**src/rtl/ps2_mouse_tracker.sv**
```systemverilog
// PS/2 mouse packet tracker: aligns to 3-byte stream packets, decodes buttons and
// deltas, and keeps a clamped absolute cursor with click/packet/sync strobes.
`timescale 1ns/1ps
module ps2_mouse_tracker #(
    parameter int unsigned X_MAX          = 639,
    parameter int unsigned Y_MAX          = 479,
    parameter int unsigned X_INIT         = 320,
    parameter int unsigned Y_INIT         = 240,
    parameter int unsigned TIMEOUT_CYCLES = 1000000
) (
    input  logic                         CLOCK_50,
    input  logic                         reset_n,
    input  logic [7:0]                   rx_data,
    input  logic                         rx_valid,
    output logic [$clog2(X_MAX+1)-1:0]   cursor_x,
    output logic [$clog2(Y_MAX+1)-1:0]   cursor_y,
    output logic [2:0]                   buttons,
    output logic                         left_click,
    output logic                         packet_valid,
    output logic                         sync_error
);
    localparam int unsigned XW    = $clog2(X_MAX + 1);
    localparam int unsigned YW    = $clog2(Y_MAX + 1);
    localparam int unsigned AW    = 12;
    localparam int unsigned CNT_W = (TIMEOUT_CYCLES > 2) ? $clog2(TIMEOUT_CYCLES) : 1;

    typedef enum logic [1:0] {WAIT_B1, WAIT_B2, WAIT_B3, UPDATE} state_t;

    state_t            state, state_nxt;
    // Header byte minus the always-one bit 3: {y_ovf, x_ovf, y_sign, x_sign, M, R, L}
    logic [6:0]        hdr, hdr_nxt;
    logic [7:0]        byte2, byte2_nxt, byte3, byte3_nxt;
    logic [CNT_W-1:0]  cnt, cnt_nxt;
    logic [XW-1:0]     cx_nxt;
    logic [YW-1:0]     cy_nxt;
    logic [2:0]        btn_nxt;
    logic              lc_nxt, pv_nxt, se_nxt;
    logic [8:0]        dx, dy;
    logic signed [AW-1:0] nx, ny;

    // State and all outputs registered together
    always_ff @(posedge CLOCK_50 or negedge reset_n) begin
        if (!reset_n) begin
            state        <= WAIT_B1;
            hdr          <= '0;
            byte2        <= '0;
            byte3        <= '0;
            cnt          <= '0;
            cursor_x     <= XW'(X_INIT);
            cursor_y     <= YW'(Y_INIT);
            buttons      <= '0;
            left_click   <= 1'b0;
            packet_valid <= 1'b0;
            sync_error   <= 1'b0;
        end else begin
            state        <= state_nxt;
            hdr          <= hdr_nxt;
            byte2        <= byte2_nxt;
            byte3        <= byte3_nxt;
            cnt          <= cnt_nxt;
            cursor_x     <= cx_nxt;
            cursor_y     <= cy_nxt;
            buttons      <= btn_nxt;
            left_click   <= lc_nxt;
            packet_valid <= pv_nxt;
            sync_error   <= se_nxt;
        end
    end

    // Next-state, packet decode and cursor arithmetic
    always_comb begin
        state_nxt = state;
        hdr_nxt   = hdr;
        byte2_nxt = byte2;
        byte3_nxt = byte3;
        cnt_nxt   = '0;
        cx_nxt    = cursor_x;
        cy_nxt    = cursor_y;
        btn_nxt   = buttons;
        lc_nxt    = 1'b0;
        pv_nxt    = 1'b0;
        se_nxt    = 1'b0;

        dx = hdr[5] ? 9'd0 : {hdr[3], byte2};
        dy = hdr[6] ? 9'd0 : {hdr[4], byte3};
        // PS/2 +Y is up while screen Y grows downward
        nx = AW'(cursor_x) + {{(AW-9){dx[8]}}, dx};
        ny = AW'(cursor_y) - {{(AW-9){dy[8]}}, dy};

        case (state)
            WAIT_B1, UPDATE: begin
                if (state == UPDATE) begin
                    if (nx[AW-1])                 cx_nxt = '0;
                    else if (nx > AW'(X_MAX))     cx_nxt = XW'(X_MAX);
                    else                          cx_nxt = XW'(nx);
                    if (ny[AW-1])                 cy_nxt = '0;
                    else if (ny > AW'(Y_MAX))     cy_nxt = YW'(Y_MAX);
                    else                          cy_nxt = YW'(ny);
                    btn_nxt = hdr[2:0];
                    lc_nxt  = hdr[0] & ~buttons[0];
                    pv_nxt  = 1'b1;
                end
                state_nxt = WAIT_B1;
                if (rx_valid) begin
                    if (rx_data[3]) begin
                        hdr_nxt   = {rx_data[7:4], rx_data[2:0]};
                        state_nxt = WAIT_B2;
                    end else begin
                        se_nxt = 1'b1;
                    end
                end
            end
            WAIT_B2, WAIT_B3: begin
                if (rx_valid) begin
                    if (state == WAIT_B2) begin
                        byte2_nxt = rx_data;
                        state_nxt = WAIT_B3;
                    end else begin
                        byte3_nxt = rx_data;
                        state_nxt = UPDATE;
                    end
                end else if (cnt == CNT_W'(TIMEOUT_CYCLES - 1)) begin
                    state_nxt = WAIT_B1;
                    se_nxt    = 1'b1;
                end else begin
                    cnt_nxt = cnt + 1'b1;
                end
            end
            default: state_nxt = WAIT_B1;
        endcase
    end
endmodule

```
**config.mk**
```make
export PLATFORM = sky130hd
export DESIGN_NAME = ps2_mouse_tracker
export DESIGN_NICKNAME = d
export VERILOG_FILES = /design/src/rtl/ps2_mouse_tracker.sv
export SDC_FILE = /design/constraint.sdc
export NUM_CORES = 1
export LEC_CHECK = 0
export BUFFER_PORTS_ARGS = -buffer_cell sky130_fd_sc_hd__buf_2
export CAP_MARGIN = 20
export CORE_ASPECT_RATIO = 0.9
export CORE_MARGIN = 5
export CORE_UTILIZATION = 30
export DETAILED_ROUTE_END_ITERATION = 16
export SETUP_SLACK_MARGIN = 0.2
export SLEW_MARGIN = 0
export SYNTH_ARGS = -nofsm -noshare
export SYNTH_HDL_FRONTEND = slang
export SYNTH_SLANG_ARGS = --single-unit
```
**constraint.sdc**
```tcl
create_clock -name CLOCK_50 -period 3.3 [get_ports CLOCK_50]
set_clock_uncertainty 0.15 [all_clocks]
set_input_delay 0.66 -clock CLOCK_50 [delete_from_list [all_inputs] [get_ports CLOCK_50]]
set_output_delay 0.66 -clock CLOCK_50 [all_outputs]
set_load 0.02 [all_outputs]
```
* Yosys cells after proc, flatten, opt, wreduce, memory -nomap -nowiden
Cells that the tools add are included.
Storage, ports and cells: flip-flop bits (word level) 70, input bits 11, output and inout bits 25, word-level logic and storage cells 55
Cells by class: $add $sub $neg 3, magnitude comparators 2, eq/ne operators 5, muxes and demuxes 24, bitwise operators 3, reduce and logical (&&, ||, !) cells 7
Operators by type and width (number):
- 20-bit 2-to-1 mux | 3
- 9-bit 2-to-1 mux | 4
- 20-bit by 1-bit adder with 20-bit output (second input constant) | 1
- 20-bit == test (second input constant) | 1
- 10-bit 2-to-1 mux | 2
- 11-bit by 9-bit adder with 12-bit output | 1
- 12-bit by 10-bit > comparator with 1-bit output (second input constant) | 1
- 12-bit by 9-bit > comparator with 1-bit output (second input constant) | 1
- 1-bit 2-to-1 mux | 11
- 10-bit by 9-bit subtractor with 11-bit output | 1
- 3-bit AND reduction | 3
- 2-bit == test (second input constant) | 2
- 2-bit 2-to-1 mux | 2
- 2-bit case mux with 2 select lines | 1
- 2-bit OR reduction | 2
- 3-bit inequality test (second input constant) | 1
- 2-bit by 1-bit == test with 1-bit output (second input constant) | 1
- 2-bit zero test | 1
- 1-bit inverter | 2
- 1-bit case mux with 2 select lines | 1
- 2-bit AND reduction | 1
- 1-bit AND | 1

* Logic depth before layout (Yosys ltp)
Gate-level depths: netlist (run 1).
depth in word-level cells 5, depth in mapped cells 11, mapped depth without buffers 11

* Least setup slack after synthesis (run 1)
OpenSTA, ideal clock, no wires.
path type reg2reg, start point reg hdr[5], end point reg cursor_x[7], setup time 0.120 ns, arrival time 2.439 ns, required time 3.030 ns, path slack 0.591 ns, cell stages (with the launch flop) 10, path buffers 0, clock period less this slack 2.709 ns, path through dfrtp_1 -> nand2b_1 -> inv_1 -> ha_1 -> a21o_1 -> a311oi_1 -> o2bb2ai_1 -> mux2_2 -> and2b_1 -> a31o_2
Between the ends: word-level cells in the longest chain between the ends 5
RTL lines:
- start, declared | RTL line 31 | logic [6:0] hdr, hdr_nxt;
- start signal, assigned | RTL line 57 | hdr <= hdr_nxt;
- 9-bit 2-to-1 mux (*) | RTL line 84 | dx = hdr[5] ? 9'd0 : {hdr[3], byte2};
- 11-bit by 9-bit adder with 12-bit output (*) | RTL line 87 | nx = AW'(cursor_x) + {{(AW-9){dx[8]}}, dx};
- 12-bit by 10-bit > comparator with 1-bit output | RTL line 94 | else if (nx > AW'(X_MAX)) cx_nxt = XW'(X_MAX);
- 10-bit 2-to-1 mux | RTL line 94
- 10-bit 2-to-1 mux (*) | RTL line 93 | if (nx[AW-1]) cx_nxt = '0;
- end signal, assigned | RTL line 49 | cursor_x <= XW'(X_INIT);
- end signal, assigned | RTL line 61 | cursor_x <= cx_nxt;
- end, declared | RTL line 15 | output logic [$clog2(X_MAX+1)-1:0] cursor_x,
Mark *: on every way between the ends. The rest lies on a longest branch, timed or not. A chain may end at the register's enable or synchronous reset.

* Worst setup path in the final report (run 1)
Ends and elaborated chain as after synthesis.

==> results of run 1 <==
==> cells by family (layout without fill, tap and decap cells) <==
family,after synthesis,in the layout,synth area share
buffers and inverters,25,71,0.0233
muxes,28,28,0.0759
and+or+nand+nor,125,125,0.166
xor gates and xnor gates,29,29,0.0613
DFF,70,70,0.425
AOI/OAI and AO/OA,85,85,0.161
adders and majority gates,28,28,0.0882
==> registers in the layout, indices dropped and copies added (netlist names), 2 cells and up <==
name,flops
state,2
cursor_y,9
cnt,20
cursor_x,10
hdr,7
byte3,8
buttons,3
byte2,8
==> final cells by class <==
cell class                      instances  area (um^2)
Timing Repair Buffer                   39          218
Multi-Input combinational cell        295         2350
Clock inverter                          1         5.00
Sequential cell                        70         1760
Clock buffer                           14          264
Fill cell                            1311         8590
Tap cell                              168          210
Inverter                               17         63.8
==> per-stage QoR <==
step / power, mW / util / worst slack (ns) / instance area, um^2
4_1_cts: 5.55 / 0.356 / 0.268 / 4800
5_1_grt: 6.16 / 0.362 / 0.184 / 4870
6_report: 5.70 / 0.362 / 0.326 / 4870
2_1_floorplan: 3.86 / - / 0.591 / 4140
3_5_place_dp: 4.62 / 0.336 / 0.273 / 4530
3_3_place_gp: 4.54 / 0.336 / 0.343 / 4530
==> power groups by stage <==
stage          logic, mW  registers [mW]  clock network, mW
4_1_cts             3.21            1.42              0.918
2_1_floorplan       2.32            1.53                  0
5_1_grt             3.75            1.46              0.949
3_3_place_gp        3.11            1.43                  0
6_report            3.40            1.42              0.887
3_5_place_dp        3.18            1.43                  0
==> worst paths after layout <==
check	start	endpoint	slack, ns	cells after the start
max in group asynchronous	reset_n	cursor_x[8]	2.08	2
worst min-delay path	reset_n	buttons[1]	0.21	1
min in group CLOCK_50	cnt[0]	cnt[0]	0.35	1
worst max-delay path	hdr[5]	cursor_x[7]	0.33	9
worst min register to register	cnt[0]	cnt[0]	0.35	1
worst max register to register	hdr[5]	cursor_x[7]	0.33	9
==> what timing repair did <==
| action | in CTS | in global routing |
|---|---|---|
| setup buffers | 0 | 1 |
| gates resized for setup | 0 | 13 |
| setup endpoints to repair | 0 | 17 |
==> per-layer routing <==
metal	share of wire	vias to the layer above	GRT usage	wire, um
met3	0.045	23	0.0381	425
li1	-	1505	-	-
met2	0.47	64	0.192	4440
met5	0	-	0	0
met4	0.022	0	0.0386	206
met1	0.47	1508	0.161	4420
==> placed cells by master (no fill, tap or decap), types with 4 or more instances in the layout <==
cell and instances:
a31oi_1 4, nand2b_1 12, ha_1 25, and3_1 12, clkbuf_16 9, xor2_1 13
a21o_1 6, dfstp_2 6, nand2_1 9, nor2b_1 17, mux2_2 27, nor2_1 32
dfrtp_1 62, o21ai_0 13, a21oi_1 11, inv_1 17, o21a_1 6, xnor2_1 15
buf_2 35, a221o_1 6, nand3_1 16
==> worst max-delay path, cell delays in order, from the launching register on <==
cell      delay (ns)
dfrtp_2         0.46
nand2b_1        0.20
inv_1           0.11
ha_2            0.34
a21o_1          0.28
a221oi_1        0.39
a21oi_1         0.17
mux2_2          0.33
and2b_1         0.19
a31o_2          0.23
==> impl_metrics.toml, run 1 <==
[status]
status = "finished clean"

[routing]
viasPerCell = 5.13
wl_mm = 9.49
first_iter_violations = 175
drc = 0
first_pass_iters = 4
antenna_left = 0
via_count = 3100
wl_per_cell_um = 15.7

[clock_tree]
clock_latency_ns = 0.33
clk_pin_slew_ns = 0.05
cts_buffers = 9
clockBufferDepth = 2
clockRootBuffer = "clkbuf_16"
cts_htree_levels = 3
hold_buffers = 0
cts_sinks = 70
cts_tree = "built"

[finish]
layout.cells.non_filler = 604
area_growth_pct = 17.6
drive_gt1_frac = 0.257
nNetsFinal = 471
diodes = 0

[grt]
grt_pass1_wl_mm = 15.9
grt_overflow = 0
grt_start_max_net_pins = 45
gr-usage-all-layers = 0.122
grt_antenna_before_repair = 0
grt_pass1_vias = 3185

[timing]
worst_pin_slew_ns = 0.669
slew_viol_final = 0
rsz0062_at_grt = "false"
setup-violations-final = 0
setup_tns_ns = 0
hold_viol_final = 0
min_period_over_period = 0.901
slew_headroom = 0.552
whs_ns = 0.206
max_freq_mhz = 336
finalCriticalPeriod_ns = 2.97

[logic_synthesis]
syn_inst = 390
syn_nets = 429
yosysSeqAreaShare = 0.425
ys_ff_latch = 70
synth.area.top_cells = "dfrtp_1 (39%), ha_1 (7.9%), mux2_2 (7.3%), dfstp_2 (3.8%), xnor2_1 (3.4%)"
synth_flop_cell = "dfrtp_1"
synthTopCellsByCount = "dfrtp_1 (64), nor2_1 (33), mux2_2 (27), ha_1 (26), nor2b_1 (18)"
synth_top_cell_area_share = 0.387
syn_avg_cell_area_um2 = 10.6
yosys_warnings = 0
yosysMostFrequentCell = "dfrtp_1"
synth_cell_types = 67
synth_edf_count = 0
syn-cell-area_um2 = 4140
async_flop_share = 1.00
yosys.area.top_type = "dfrtp_1"

[pwr]
pwr-share-clk = 0.156
irDropWorstVdd_v = 0.000330
cellPowerDensity_nw_per_um2 = 1170
combinationalPowerShare = 0.596
pwr-share-seq = 0.249
swShare = 0.437
power.switching_mw = 2.49
internal-power_mw = 3.21
p_leak_nw = 2.17

[placed_design]
routabilityCongestion = 0.843
portBuffers = 35
dp_cells = 588
post-dp-hpwl_mm = 7.03

[die]
initial_utilization = 0.308
ios = 36
core_um2 = 13500
rows = 40
die_area_um2 = 16300
fp.dieW_um = 134
dieHeight_um = 121

[worst_setup_path]
cp_data_required_time_ns = 3.37
crit_arrival_ns = 3.04
path_class = "reg2reg"
start_kind = "flip-flop"
worstSetupEndpointType = "flip-flop"
crit_fanout = 10

[worst_hold_path]
hold_path.class = "in2async"

[flow_run]
cap_violations = 0
(Power assumes the default switching activity.)
==> run 2: changes to the inputs <==
==> constraint.sdc (replaced) <==
create_clock -name CLOCK_50 -period 3.3 [get_ports CLOCK_50]
set_clock_uncertainty 0.15 [all_clocks]
set_input_delay 0.165 -clock CLOCK_50 [delete_from_list [all_inputs] [get_ports CLOCK_50]]
set_output_delay 0.165 -clock CLOCK_50 [all_outputs]
set_load 0.02 [all_outputs]
==> run 2 against run 1 <==
Compared with the run above: register-to-register slack better by 0.02 ns; via count decreased by 0.97%; largest cell class unchanged; clock power decreased by 1%; power down 0.24%; critical path type unchanged; the flow now finishes with violations (hold timing); wire length up 0.58%.
==> impl_metrics.toml, run 2 (synthesis results as in run 1) <==
[pwr]
cellPowerDensity_nw_per_um2 = 1150
irDropWorstVdd_v = 0.000372
p_leak_nw = 2.19

[routing]
wl_per_cell_um = 15.6
antenna_left = 0
drc = 0
first_pass_iters = 4
wl_mm = 9.55
via_count = 3070
first_iter_violations = 178
viasPerCell = 5.00

[finish]
largest_reg_flops = 20
largestRegisters = "cnt: 20 flops, cursor_x: 10 flops, cursor_y: 9 flops"
diodes = 0
regMostFlops = "cnt"
nNetsFinal = 480
final_util = 0.366
area_growth_pct = 19.0
drive_gt1_frac = 0.244
final_common_cell = "dfrtp_1"
final_cell_mix = "dfrtp_1 (62), buf_2 (35), nor2_1 (32)"

[clock_tree]
cts_htree_levels = 3
cts_sinks = 70
clk_pin_slew_ns = 0.06
cts_tree = "built"
cts_buffers = 9
clock_latency_ns = 0.34
clockBufferDepth = 2
clockRootBuffer = "clkbuf_16"

[grt]
grt_overflow = 0
grt_antenna_before_repair = 0
gr-usage-all-layers = 0.125
grt_pass1_vias = 3289
grt_start_max_net_pins = 71
grt_pass1_wl_mm = 16.3

[die]
fp.dieW_um = 134
core_um2 = 13500
dieHeight_um = 121
initial_utilization = 0.308
rows = 40
die_area_um2 = 16300
ios = 36

[worst_setup_path]
worstSetupEndpointType = "flip-flop"
start_kind = "flip-flop"
path_class = "reg2reg"
crit_arrival_ns = 3.03
cp_data_required_time_ns = 3.37
crit_fanout = 10

[placed_design]
routabilityCongestion = 0.878
post-dp-hpwl_mm = 6.92
portBuffers = 35

[timing]
rsz0062_at_grt = "false"
hold_viol_final = 1
worst_pin_slew_ns = 0.882
setup-violations-final = 0
slew_headroom = 0.412
min_period_over_period = 0.895
max_freq_mhz = 339
finalCriticalPeriod_ns = 2.95
setup_tns_ns = 0
slew_viol_final = 0
whs_ns = -0.00294

[status]
status = "finished, violations left"
violations = "hold timing"

[flow_run]
cap_violations = 0

[worst_hold_path]
hold_path.class = "in2reg"
-- run 2: worst max-delay path, cell delays in order, from the launching register on --
cell and delay, ns:
dfrtp_2 0.46, nor2b_1 0.16, ha_1 0.19, inv_1 0.06, fa_1 0.41, nor2b_1 0.21
o31a_2 0.19, o21ai_1 0.10, o2bb2ai_1 0.18, mux2_2 0.33, and2b_1 0.18, a31o_2 0.23
-- run 2: power breakdown --
group | switching [mW] | leakage, nW | internal [mW] | total [mW]
Clock | 0.347 | 0.128 | 0.529 | 0.876
Combinational | 1.91 | 1.20 | 1.48 | 3.39
Sequential | 0.232 | 0.870 | 1.19 | 1.42
-- run 2: repair_timing --
action,CTS,global route
hold endpoints to repair,86,0
hold buffers,9,0
endpoints found under the setup margin,0,16
resized for setup,0,11
buffers inserted,0,1
-- run 2: per-layer routing --
metal	vias to the layer above	wire (um)	part of all wire	track usage
met5	-	0	0	0
met4	0	144	0.015	0.0379
met3	11	416	0.044	0.0406
met2	51	4510	0.47	0.205
met1	1495	4470	0.47	0.157
li1	1513	-	-	-
-- run 2: final cells by class --
cell class | instances | area (um^2)
clock buffers | 15 | 258
repair buffers | 48 | 295
flip-flops and latches | 70 | 1760
multi-input cells | 295 | 2330
clock inverters | 1 | 5.00
fillers | 1328 | 8530
well taps | 168 | 210
inverters | 17 | 63.8
-- run 2: path summary, 6_finish.rpt --
path	from	end	slack, ns	depth (start not counted)
max	hdr[5]	cursor_x[7]	0.35	11
min	rx_data[3]	sync_error	-0.003	2
max reg2reg	hdr[5]	cursor_x[7]	0.35	11
min reg2reg	cnt[0]	cnt[0]	0.33	1
max in group asynchronous	reset_n	hdr[6]	1.96	3
min in group asynchronous	reset_n	cnt[13]	0.43	3
-- run 2: metrics by stage --
stage	worst slack [ns]	instance area (um^2)	power [mW]	std cells	hold slack, ns
floorplan	0.591	4140	3.86	390	-0.281
global placement	0.379	4520	4.53	588	0.276
detailed placement	0.309	4520	4.61	588	0.294
CTS	0.295	4870	5.54	613	0.00433
global route	0.197	4930	6.19	614	0.00954
finish	0.346	4930	5.69	614	-0.00294
==> run 3: changes to the inputs <==
- BUFFER_PORTS_ARGS: -buffer_cell sky130_fd_sc_hd__buf_2 -> -buffer_cell sky130_fd_sc_hd__clkbuf_2
- CELL_PAD_IN_SITES_DETAIL_PLACEMENT: not set -> 1
- CELL_PAD_IN_SITES_GLOBAL_PLACEMENT: not set -> 2
- PLACE_DENSITY_LB_ADDON: not set -> 0.1
==> run 3 against run 2 <==
Compared with the run above: the flow now finishes without violations; worst setup slack worse by 0.022 ns; wire length is 11% higher; count of clock-buffer cells in the layout down 4; hold slack improved by 0.033 ns; critical path type unchanged.
==> impl_metrics.toml, run 3 (synthesis results as in run 1) <==
[placed_design]
routabilityCongestion = 0.740
post-dp-hpwl_mm = 7.75
portBuffers = 35
dp_slack_ns = 0.218

[timing]
min_period_over_period = 0.902
hold_viol_final = 0
finalCriticalPeriod_ns = 2.98
slew_viol_final = 0
setup_slack_ns = 0.324
setup_tns_ns = 0
max_freq_mhz = 336
setup-violations-final = 0
slew_headroom = 0.385
rsz0062_at_grt = "true"
worst_pin_slew_ns = 0.923
whs_ns = 0.0298

[die]
initial_utilization = 0.308
core_um2 = 13500
ios = 36
fp.dieW_um = 134
rows = 40
dieHeight_um = 121
die_area_um2 = 16300

[clock_tree]
clockRootBuffer = "clkbuf_16"
cts_tree = "built"
cts_buffers = 9
cts_htree_levels = 3
clockBufferDepth = 2
clk_pin_slew_ns = 0.06
cts_sinks = 70
clock_latency_ns = 0.33

[pwr]
swShare = 0.440
irDropWorstVdd_v = 0.000324
pwr-share-seq = 0.234
combinationalPowerShare = 0.616
pwr-share-clk = 0.150
power.switching_mw = 2.67
p_leak_nw = 2.25
internal-power_mw = 3.40
cellPowerDensity_nw_per_um2 = 1190

[finish]
final_common_cell = "dfrtp_1"
regMostFlops = "cnt"
nNetsFinal = 490
final_cell_mix = "dfrtp_1 (62), clkbuf_2 (34), nor2_1 (32)"
largest_reg_flops = 20
drive_gt1_frac = 0.292
area_growth_pct = 22.8
diodes = 0
largestRegisters = "cnt: 20 flops, cursor_x: 10 flops, cursor_y: 9 flops"

[worst_setup_path]
cp_data_required_time_ns = 3.37
endpoint = "cursor_x[7]"
worst-r2r-cell-count = 9
crit_arrival_ns = 3.05
rr_endpoint = "cursor_x[7]"
rrSetupSlack_ns = 0.32
path_class = "reg2reg"
worstSetupEndpointType = "flip-flop"
crit_fanout = 10
crit_start = "hdr[5]"
start_kind = "flip-flop"
regToRegStartpoint = "hdr[5]"

[routing]
first_iter_violations = 100
via_count = 3160
wl_per_cell_um = 17.0
wl_mm = 10.6
drc = 0
viasPerCell = 5.06
antenna_left = 0
first_pass_iters = 4

[status]
status = "finished clean"

[grt]
grt_pass1_wl_mm = 17.6
grt_antenna_before_repair = 0
grt_pass1_vias = 3415
gr-usage-all-layers = 0.136
grt_overflow = 0
grt_start_max_net_pins = 71

[flow_run]
cap_violations = 0

[worst_hold_path]
hold_path.class = "in2reg"
## run 3: stage by stage
stage,power (mW),cell area (um^2),std cells,util
final,6.07,5080,624,0.378
after global routing,6.57,5080,624,0.378
after CTS,5.73,4890,612,0.363
after detailed placement,4.72,4510,587,0.335
after global placement,4.69,4510,587,0.335
after floorplan,3.86,4140,390,-
## run 3: layer usage
| metal | wire [um] | track usage | up-vias |
|---|---|---|---|
| li1 | - | - | 1533 |
| met1 | 4980 | 0.172 | 1592 |
| met2 | 5210 | 0.234 | 26 |
| met3 | 301 | 0.0373 | 9 |
| met4 | 88 | 0.0289 | 0 |
| met5 | 0 | 0 | - |
## run 3: area by class of cell
type / instances / area (um^2)
multi-input combinational: 295 / 2400
tap: 168 / 210
sequential: 70 / 1760
clock inverter: 5 / 35.0
inverter: 17 / 63.8
timing repair buffer: 58 / 373
clock buffer: 11 / 243
fill: 1509 / 8380
## run 3: worst min path at each step
stage | startpoint | cells past startpoint | endpoint
after floorplan | reset_n | 0 | buttons[0]
after global placement | reset_n | 1 | cnt[2]
after detailed placement | reset_n | 1 | cnt[2]
after CTS | rx_data[3] | 2 | sync_error
after global routing | rx_data[3] | 2 | sync_error
final | rx_data[3] | 2 | sync_error
## run 3: power groups by stage
stage | Clock, mW | Sequential, mW | Combinational [mW]
after global placement | 0 | 1.44 | 3.25
after floorplan | 0 | 1.53 | 2.32
after global routing | 0.987 | 1.47 | 4.11
final | 0.909 | 1.42 | 3.74
after detailed placement | 0 | 1.45 | 3.27
after CTS | 0.949 | 1.43 | 3.35
## run 3: repair_timing
action | 4_1_cts | 5_1_grt
buffers inserted | 0 | 12
endpoints found under the setup margin | 1 | 17
hold endpoints to repair | 86 | 0
pin swaps | 0 | 10
resized for setup | 1 | 23
hold buffers | 9 | 0
## run 3: worst max-delay path, stage by stage (launching register included)
cell and delay, ns:
dfrtp_2 0.46, nand2b_1 0.21, inv_1 0.13, ha_2 0.35
a21o_4 0.27, a311oi_1 0.30, o2bb2ai_2 0.17, mux2_2 0.41
and2b_1 0.19, a31o_2 0.22
